[src/rtl/vector_sweep_capture_if.sv]
// Stimulus/response bundle between the sweep controller and its environment.
interface vector_sweep_capture_if #(
  parameter int unsigned N_WIDTH = 6
) ();

  localparam int unsigned NVEC = 1 << N_WIDTH;

  logic                 start;
  logic                 abort;
  logic                 dut_out;
  logic [N_WIDTH-1:0]   N_out;
  logic                 busy;
  logic                 done;
  logic [NVEC-1:0]      resp_vec;
  logic [N_WIDTH:0]     ones_count;
  logic [15:0]          signature;

  // Environment side: requests sweeps and returns the DUT response.
  modport master (
    output start, abort, dut_out,
    input  N_out, busy, done, resp_vec, ones_count, signature
  );

  // Controller side.
  modport slave (
    input  start, abort, dut_out,
    output N_out, busy, done, resp_vec, ones_count, signature
  );

endinterface

[src/rtl/vector_sweep_capture.sv]
// Exhaustive stimulus sweep: drives every N_WIDTH-bit vector, waits for the
// DUT to settle, captures its one-bit response and folds it into a MISR.
module vector_sweep_capture #(
  parameter int unsigned N_WIDTH       = 6,
  parameter int unsigned SETTLE_CYCLES = 1
) (
  input logic                   CK,
  input logic                   reset,
  vector_sweep_capture_if.slave bus
);

  localparam int unsigned NVEC     = 1 << N_WIDTH;
  localparam int unsigned CNT_W    = 4;
  localparam int unsigned ONES_W   = N_WIDTH + 1;
  localparam logic [15:0] SIG_SEED = 16'hFFFF;
  localparam logic [15:0] SIG_POLY = 16'h1021;
  localparam logic [N_WIDTH-1:0] LAST_IDX    = N_WIDTH'(NVEC - 1);
  localparam logic [CNT_W-1:0]   SETTLE_LAST = CNT_W'(SETTLE_CYCLES - 1);

  typedef enum logic [2:0] {
    S_IDLE,
    S_APPLY,
    S_SETTLE,
    S_SAMPLE,
    S_FINISH
  } state_e;

  state_e              state_q,      state_d;
  logic [N_WIDTH-1:0]  index_q,      index_d;
  logic [CNT_W-1:0]    settle_cnt_q, settle_cnt_d;
  logic [N_WIDTH-1:0]  n_out_q,      n_out_d;
  logic                busy_q,       busy_d;
  logic                done_q,       done_d;
  logic [NVEC-1:0]     resp_vec_q,   resp_vec_d;
  logic [ONES_W-1:0]   ones_count_q, ones_count_d;
  logic [15:0]         signature_q,  signature_d;
  logic                fb;

  // State and result registers; reset forces the idle/seeded values at once.
  always_ff @(posedge CK or negedge reset) begin
    if (!reset) begin
      state_q      <= S_IDLE;
      index_q      <= '0;
      settle_cnt_q <= '0;
      n_out_q      <= '0;
      busy_q       <= 1'b0;
      done_q       <= 1'b0;
      resp_vec_q   <= '0;
      ones_count_q <= '0;
      signature_q  <= SIG_SEED;
    end else begin
      state_q      <= state_d;
      index_q      <= index_d;
      settle_cnt_q <= settle_cnt_d;
      n_out_q      <= n_out_d;
      busy_q       <= busy_d;
      done_q       <= done_d;
      resp_vec_q   <= resp_vec_d;
      ones_count_q <= ones_count_d;
      signature_q  <= signature_d;
    end
  end

  // Next-state logic; N_out is loaded on entry to APPLY so it is valid in APPLY.
  always_comb begin
    state_d      = state_q;
    index_d      = index_q;
    settle_cnt_d = settle_cnt_q;
    n_out_d      = n_out_q;
    busy_d       = busy_q;
    done_d       = 1'b0;
    resp_vec_d   = resp_vec_q;
    ones_count_d = ones_count_q;
    signature_d  = signature_q;
    fb           = signature_q[15] ^ bus.dut_out;

    unique case (state_q)
      S_IDLE: begin
        if (bus.start && !bus.abort) begin
          index_d      = '0;
          n_out_d      = '0;
          resp_vec_d   = '0;
          ones_count_d = '0;
          signature_d  = SIG_SEED;
          busy_d       = 1'b1;
          state_d      = S_APPLY;
        end
      end
      S_APPLY: begin
        settle_cnt_d = '0;
        state_d      = S_SETTLE;
      end
      S_SETTLE: begin
        if (settle_cnt_q == SETTLE_LAST) begin
          state_d = S_SAMPLE;
        end else begin
          settle_cnt_d = settle_cnt_q + CNT_W'(1);
        end
      end
      S_SAMPLE: begin
        resp_vec_d[index_q] = bus.dut_out;
        ones_count_d        = ones_count_q + ONES_W'(bus.dut_out);
        signature_d         = {signature_q[14:0], 1'b0} ^ (fb ? SIG_POLY : 16'h0000);
        if (index_q == LAST_IDX) begin
          n_out_d = '0;
          busy_d  = 1'b0;
          done_d  = 1'b1;
          state_d = S_FINISH;
        end else begin
          index_d = index_q + N_WIDTH'(1);
          n_out_d = index_q + N_WIDTH'(1);
          state_d = S_APPLY;
        end
      end
      S_FINISH: begin
        state_d = S_IDLE;
      end
      default: begin
        state_d = S_IDLE;
      end
    endcase

    // Abort overrides the active-sweep transitions and discards this sample.
    if (bus.abort && (state_q == S_APPLY || state_q == S_SETTLE ||
                      state_q == S_SAMPLE)) begin
      state_d      = S_IDLE;
      busy_d       = 1'b0;
      n_out_d      = '0;
      index_d      = index_q;
      settle_cnt_d = settle_cnt_q;
      resp_vec_d   = resp_vec_q;
      ones_count_d = ones_count_q;
      signature_d  = signature_q;
    end
  end

  // Output drive from registered state.
  assign bus.N_out      = n_out_q;
  assign bus.busy       = busy_q;
  assign bus.done       = done_q;
  assign bus.resp_vec   = resp_vec_q;
  assign bus.ones_count = ones_count_q;
  assign bus.signature  = signature_q;

endmodule

[src/flat_wrapper.sv]
// flat-port wrapper written by rule: the top's interface ports become plain ports
module vector_sweep_capture_flat 
#(
  parameter int unsigned N_WIDTH       = 6,
  parameter int unsigned SETTLE_CYCLES = 1
)
  (CK, reset, bus_start, bus_abort, bus_dut_out, bus_N_out, bus_busy, bus_done, bus_resp_vec, bus_ones_count, bus_signature);
  vector_sweep_capture_if #(.N_WIDTH(N_WIDTH)) bus_i ();
  input logic CK;
  input logic reset;
  input wire logic [$bits(bus_i.start)-1:0] bus_start;
  input wire logic [$bits(bus_i.abort)-1:0] bus_abort;
  input wire logic [$bits(bus_i.dut_out)-1:0] bus_dut_out;
  output wire logic [$bits(bus_i.N_out)-1:0] bus_N_out;
  output wire logic [$bits(bus_i.busy)-1:0] bus_busy;
  output wire logic [$bits(bus_i.done)-1:0] bus_done;
  output wire logic [$bits(bus_i.resp_vec)-1:0] bus_resp_vec;
  output wire logic [$bits(bus_i.ones_count)-1:0] bus_ones_count;
  output wire logic [$bits(bus_i.signature)-1:0] bus_signature;
  assign bus_i.start = bus_start;
  assign bus_i.abort = bus_abort;
  assign bus_i.dut_out = bus_dut_out;
  assign bus_N_out = bus_i.N_out;
  assign bus_busy = bus_i.busy;
  assign bus_done = bus_i.done;
  assign bus_resp_vec = bus_i.resp_vec;
  assign bus_ones_count = bus_i.ones_count;
  assign bus_signature = bus_i.signature;
  vector_sweep_capture #(.N_WIDTH(N_WIDTH), .SETTLE_CYCLES(SETTLE_CYCLES)) u_core (.CK(CK), .reset(reset), .bus(bus_i));
endmodule
[config.mk]
export PLATFORM = sky130hd
export DESIGN_NAME = vector_sweep_capture_flat
export DESIGN_NICKNAME = d
export VERILOG_FILES = /design/src/rtl/vector_sweep_capture_if.sv /design/src/rtl/vector_sweep_capture.sv /design/src/flat_wrapper.sv
export SDC_FILE = /design/constraint.sdc
export NUM_CORES = 1
export LEC_CHECK = 0
export ABC_CLOCK_PERIOD_IN_PS = 2500
export CAP_MARGIN = 25
export CORE_ASPECT_RATIO = 0.75
export CORE_MARGIN = 2
export CORE_UTILIZATION = 30
export CTS_BUF_LIST = sky130_fd_sc_hd__clkbuf_8
export CTS_CLUSTER_DIAMETER = 60
export DETAILED_ROUTE_END_ITERATION = 10
export GPL_ROUTABILITY_DRIVEN = 0
export PLACE_DENSITY = 0.49
export SYNTH_ARGS = -nofsm -noshare
export SYNTH_HDL_FRONTEND = slang
export SYNTH_SLANG_ARGS = --single-unit
[constraint.sdc]
create_clock -name CK -period 2.5 [get_ports CK]
set_input_delay 0.5 -clock CK [delete_from_list [all_inputs] [get_ports CK]]
set_output_delay 0.5 -clock CK [all_outputs]
set_load 0.02 [all_outputs]
# [Word level (Yosys, flattened, before mapping)]
# Cells that the tools add are included.
# Widths: inputs -> output; s select.
[classes] n_lt_le_gt_ge=2 reduce_logical=17 add_sub_neg=3 eq_ne=10 mux=29 bitwise_logic=3
[op_table] op="$pmux 64 s2" count=1
[op_table] op="$bwmux 64" count=1
[op_table] op="$mux 64" count=1
[op_table] op="$pmux 16 s2" count=1
[op_table] op="$mux 6" count=4
[op_table] op="$pmux 6 s2" count=2
[op_table] op="$mux 16" count=1
[op_table] op="$xor 16x16->16" count=1
[op_table] op="$pmux 7 s2" count=1
[op_table] op="$mux 13" count=1
[op_table] op="$mux 3" count=4
[op_table] op="$pmux 3 s4" count=1
[op_table] op="$reduce_and 3->1" count=3
[op_table] op="$pmux 4 s2" count=1
[op_table] op="$add 7x1->7" count=1
[op_table] op="$lt 6x7->1 const B" count=1
[op_table] op="$mux 7" count=1
[op_table] op="$add 6x1->6 const B" count=1
[op_table] op="$demux 1 s6" count=1
[op_table] op="$eq 3x2->1 const B" count=2
[op_table] op="$eq 6x6->1 const B" count=1
[op_table] op="$ge 6x1->1 const B" count=1
[op_table] op="$mux 1" count=6
[op_table] op="$ne 3x2->1 const B" count=2
[op_table] op="other kinds (18)" count=24
[totals] out_inout_bits=95 elab_cells=73 register_bits=108

# [Depth between registers and ports, before layout]
[logic_depth] ltp_word=6 depth_mapped=7

# [Worst setup path after synthesis]
# OpenSTA, ideal clock, no wires.
[synth_path] path_kind="input to register" start="in bus_abort" end="reg u_core.n_out_q[1] (netlist: u_core.bus.N_out[1])" arrival_time_ns=1.714 n_path_buf=1 stages=4 setup_slack_ns=0.666 required_ns=2.379 setup_ns=0.121 path_cell_list="buf_2 or4b_4 a31o_4 a22o_1"
[synth_via] elab_chain_cells=4 elab_cells_between_ends=7
[synth_lines] item="from (decl)" line_no="flat_wrapper.sv:12" rtl="input wire logic [$bits(bus_i.abort)-1:0] bus_abort;"
[synth_lines] item="$logic_not 1->1" line_no="vector_sweep_capture.sv:79" rtl="if (bus.start && !bus.abort) begin"
[synth_lines] item="$logic_and 1x1->1" line_no="vector_sweep_capture.sv:79"
[synth_lines] item="$ne 3x1->1 (no source line)"
[synth_lines] item="$reduce_and 2->1 (no source line)"
[synth_lines] item="to (signal assigned)" line_no="vector_sweep_capture.sv:55" rtl="n_out_q <= n_out_d;"
[synth_lines] item="to (decl)" line_no="vector_sweep_capture.sv:31" rtl="logic [N_WIDTH-1:0] n_out_q, n_out_d;"
# Parallel ways exist; a longest one is shown, timed or not.
# A chain may end at the register's enable or synchronous reset.

# [Final worst setup path]
[layout_path] start="reg u_core.signature_q[0] (netlist: u_core.bus.signature[0])" end="out bus_signature[0]"
[layout_lines] item="from (decl)" line_no="vector_sweep_capture.sv:36" rtl="logic [15:0] signature_q, signature_d;"
[layout_lines] item="from (signal assigned)" line_no="vector_sweep_capture.sv:60" rtl="signature_q <= signature_d;"
[layout_lines] item="to (decl)" line_no="flat_wrapper.sv:19" rtl="output wire logic [$bits(bus_i.signature)-1:0] bus_signature;"
# No word-level cell between the ends.

==> metrics.cfg <==
[outcome]
outcome=complete, no violations

[pwr]
peakVddDrop_mv=0.353
finalPower_mw=3.95
p_leak_nw=2.88
swShare=0.303
power.switching_mw=1.20
p_per_area_nw_per_um2=593
p_int_mw=2.75
seqPwrFrac=0.523
clockPowerShare=0.274
combPwrFrac=0.203

[min_path]
holdCritPathClass=in -> async

[die]
fp-row-count=41
die_h_um=117
die_w_um=155
core_um2=16700
die_area_um2=18100
pin_count=100
initial_core_util=0.305

[critical_path]
cp.required_ns=2.00
worst_setup_path_start_kind=flop
critPathLaunch=u_core.bus.signature[0]$_DFFE_PN1P_
critPathBufInv=1
cp_top_family=buffers and inverters
cp_num_cells=1
critPathMaxStageDelay_ns=0.61
end_kind=output port
r2r_start=u_core.index_q[2]$_DFFE_PN0P_
crit_type=reg -> out
r2r_cells=5
arrival_ns=1.57
cp_max_fo=3
cp_slowest_cell=clkdlybuf4s50_1
path_cells=clkdlybuf4s50_1

[clock_network]
clk_latency_ns=0.39
post_cts_buffers=0
h-tree-depth=3
cts_resized=0
root_buffer=clkbuf_8
cts.sinks=108
cts_tree=built
cts.hold.buffers_added=0
cts_buffers=9
clockBufferDepth=2
clkTransAtPathRegs_ns=0.10

[final_layout]
fin_util=0.399
multi_input_area_um2=2190
area.growth.synth_to_final_pct=30.6
final.fill_count=1661
seqCellArea_um2=2720
layout_common_cells=clkdlybuf4s50_1, dfrtp_1, o21ai_1, a21oi_1, o21ai_0
fin_nets=647
fin_cells=857
final_common_cell=clkdlybuf4s50_1
layout-drive-gt1-share=0.128
diodes=0

[place]
dp.cells=841
place_ws_ns=0.207
hpwl_um=11100
portBuffers=99

[synth]
ys_warn_count=0
synth.area.top_cells=dfrtp_1, dfstp_2, o21ai_1, a21oi_1, o21ai_0
synth_cells=537
ys_ff_latch=108
synth_top_area_frac=0.451
synth_largest_area_cell=dfrtp_1
synth-edff-count=0
syn-cell-area_um2=5100
ys_async_sr_fraction=1.00
syn_area_per_cell_um2=9.50
synth_cell_types=56
synth_flop_cell=dfrtp_1
seq_area_frac_synth=0.534
syn_nets=547

[sta]
hold_viol_final=0
setup_viol=0
clock.fmax_ghz=0.483
period_share=0.829
grt_setup_unrepaired=no
maxSlewViolCount=0
tightestPinTransition_ns=0.703
skew_ns=0.00867
maxSlewHeadroom=0.529
layout_min_cycle_time_ns=2.07
tns_ns=0
layout_setup_ws_ns=0.428

[routing]
remaining_drc_errors=0
vias=4515
drt_first_pass_iters=5
wl_um=16400
postRouteAntennaNets=0
drt_iter0_drc=377
wl_per_cell_um=19.2
vias_per_cell=5.27

[global_route]
antenna_found_initial=0
grt_usage=0.187
grt_pass1_vias=4400
grt.overflow.total=0
grt_pass1_wl_um=25900
grt_max_degree=65

[job]
drv_cap=0

-- power groups by stage --
stage / clock network, mW / registers, mW / logic (mW)
global route: 1.21 / 2.10 / 0.880
floorplan: 0 / 2.17 / 0.354
global placement: 0 / 2.10 / 0.794
detailed placement: 0 / 2.10 / 0.806
CTS: 1.13 / 2.07 / 0.808
finish: 1.08 / 2.07 / 0.801
-- synthesized netlist by cell type (all sizes together), types with 2 or more instances --
| cell type | n |
|---|---|
| a211oi | 2 |
| a21o | 7 |
| a21oi | 72 |
| a22o | 4 |
| a31oi | 2 |
| a32oi | 2 |
| a41oi | 2 |
| and2 | 6 |
| and3 | 2 |
| and3b | 6 |
| buf | 21 |
| clkbuf | 22 |
| dfrtp | 92 |
| dfstp | 16 |
| ha | 5 |
| inv | 4 |
| nand2 | 45 |
| nand2b | 2 |
| nand3 | 8 |
| nand3b | 2 |
| nand4 | 2 |
| nor2 | 14 |
| nor3 | 6 |
| nor3b | 8 |
| o21ai | 151 |
| o31ai | 2 |
| or3 | 3 |
| or3b | 2 |
| or4 | 2 |
| xnor2 | 4 |
| xor2 | 5 |
-- cells by family (layout without fill, tap and decap cells) --
kind of cell | after synthesis | in the layout | synth area share
buf+inv | 47 | 152 | 0.0390
mux | 1 | 1 | 0.00221
simple gates | 114 | 114 | 0.129
xor+xnor | 9 | 9 | 0.0154
flops | 108 | 108 | 0.534
compound gates | 253 | 253 | 0.269
fa+ha+maj | 5 | 5 | 0.0123
-- final cells by class --
class,instances,area share
Multi-Input combinational cell,382,0.329
Inverter,4,0.00225
Tap cell,215,0.0404
Timing Repair Buffer,132,0.191
Sequential cell,108,0.408
Clock buffer,10,0.0206
Clock inverter,6,0.00826
-- path summary, 6_finish.rpt --
kind | end | slack (ns)
min in group CK | u_core.bus.signature[9]$_DFFE_PN1P_ | 0.47
max in group asynchronous | u_core.bus.signature[14]$_DFFE_PN1P_ | 1.61
worst min-delay path | u_core.bus.resp_vec[22]$_DFFE_PN0P_ | 0.11
worst max register to register | u_core.bus.resp_vec[0]$_DFFE_PN0P_ | 0.55
worst max-delay path | bus_signature[0] | 0.43
worst min register to register | u_core.bus.signature[9]$_DFFE_PN1P_ | 0.47
-- per-stage QoR --
step           instance area [µm²]  hold slack [ns]
6_report                      6670            0.106
5_1_grt                       6670            0.124
4_1_cts                       6670            0.119
3_5_place_dp                  6470            0.455
3_3_place_gp                  6470            0.450
2_1_floorplan                 5100            0.204
-- registers in the layout, indices dropped and copies added (netlist names) --
| name | count |
|---|---|
| u_core.bus.N_out | 6 |
| u_core.bus.busy | 1 |
| u_core.bus.done | 1 |
| u_core.bus.ones_count | 7 |
| u_core.bus.resp_vec | 64 |
| u_core.bus.signature | 16 |
| u_core.index_q | 6 |
| u_core.settle_cnt_q | 4 |
| u_core.state_q | 3 |
-- routing by layer --
metal	GRT usage	part of all wire	up-vias	wire [µm]
li1	-	-	2136	-
met1	0.274	0.49	2226	8030
met2	0.279	0.44	142	7200
met3	0.0479	0.063	11	1030
met4	0.0444	0.0099	0	163
met5	0	0	-	0
Power figures use the tool's default switching activity.
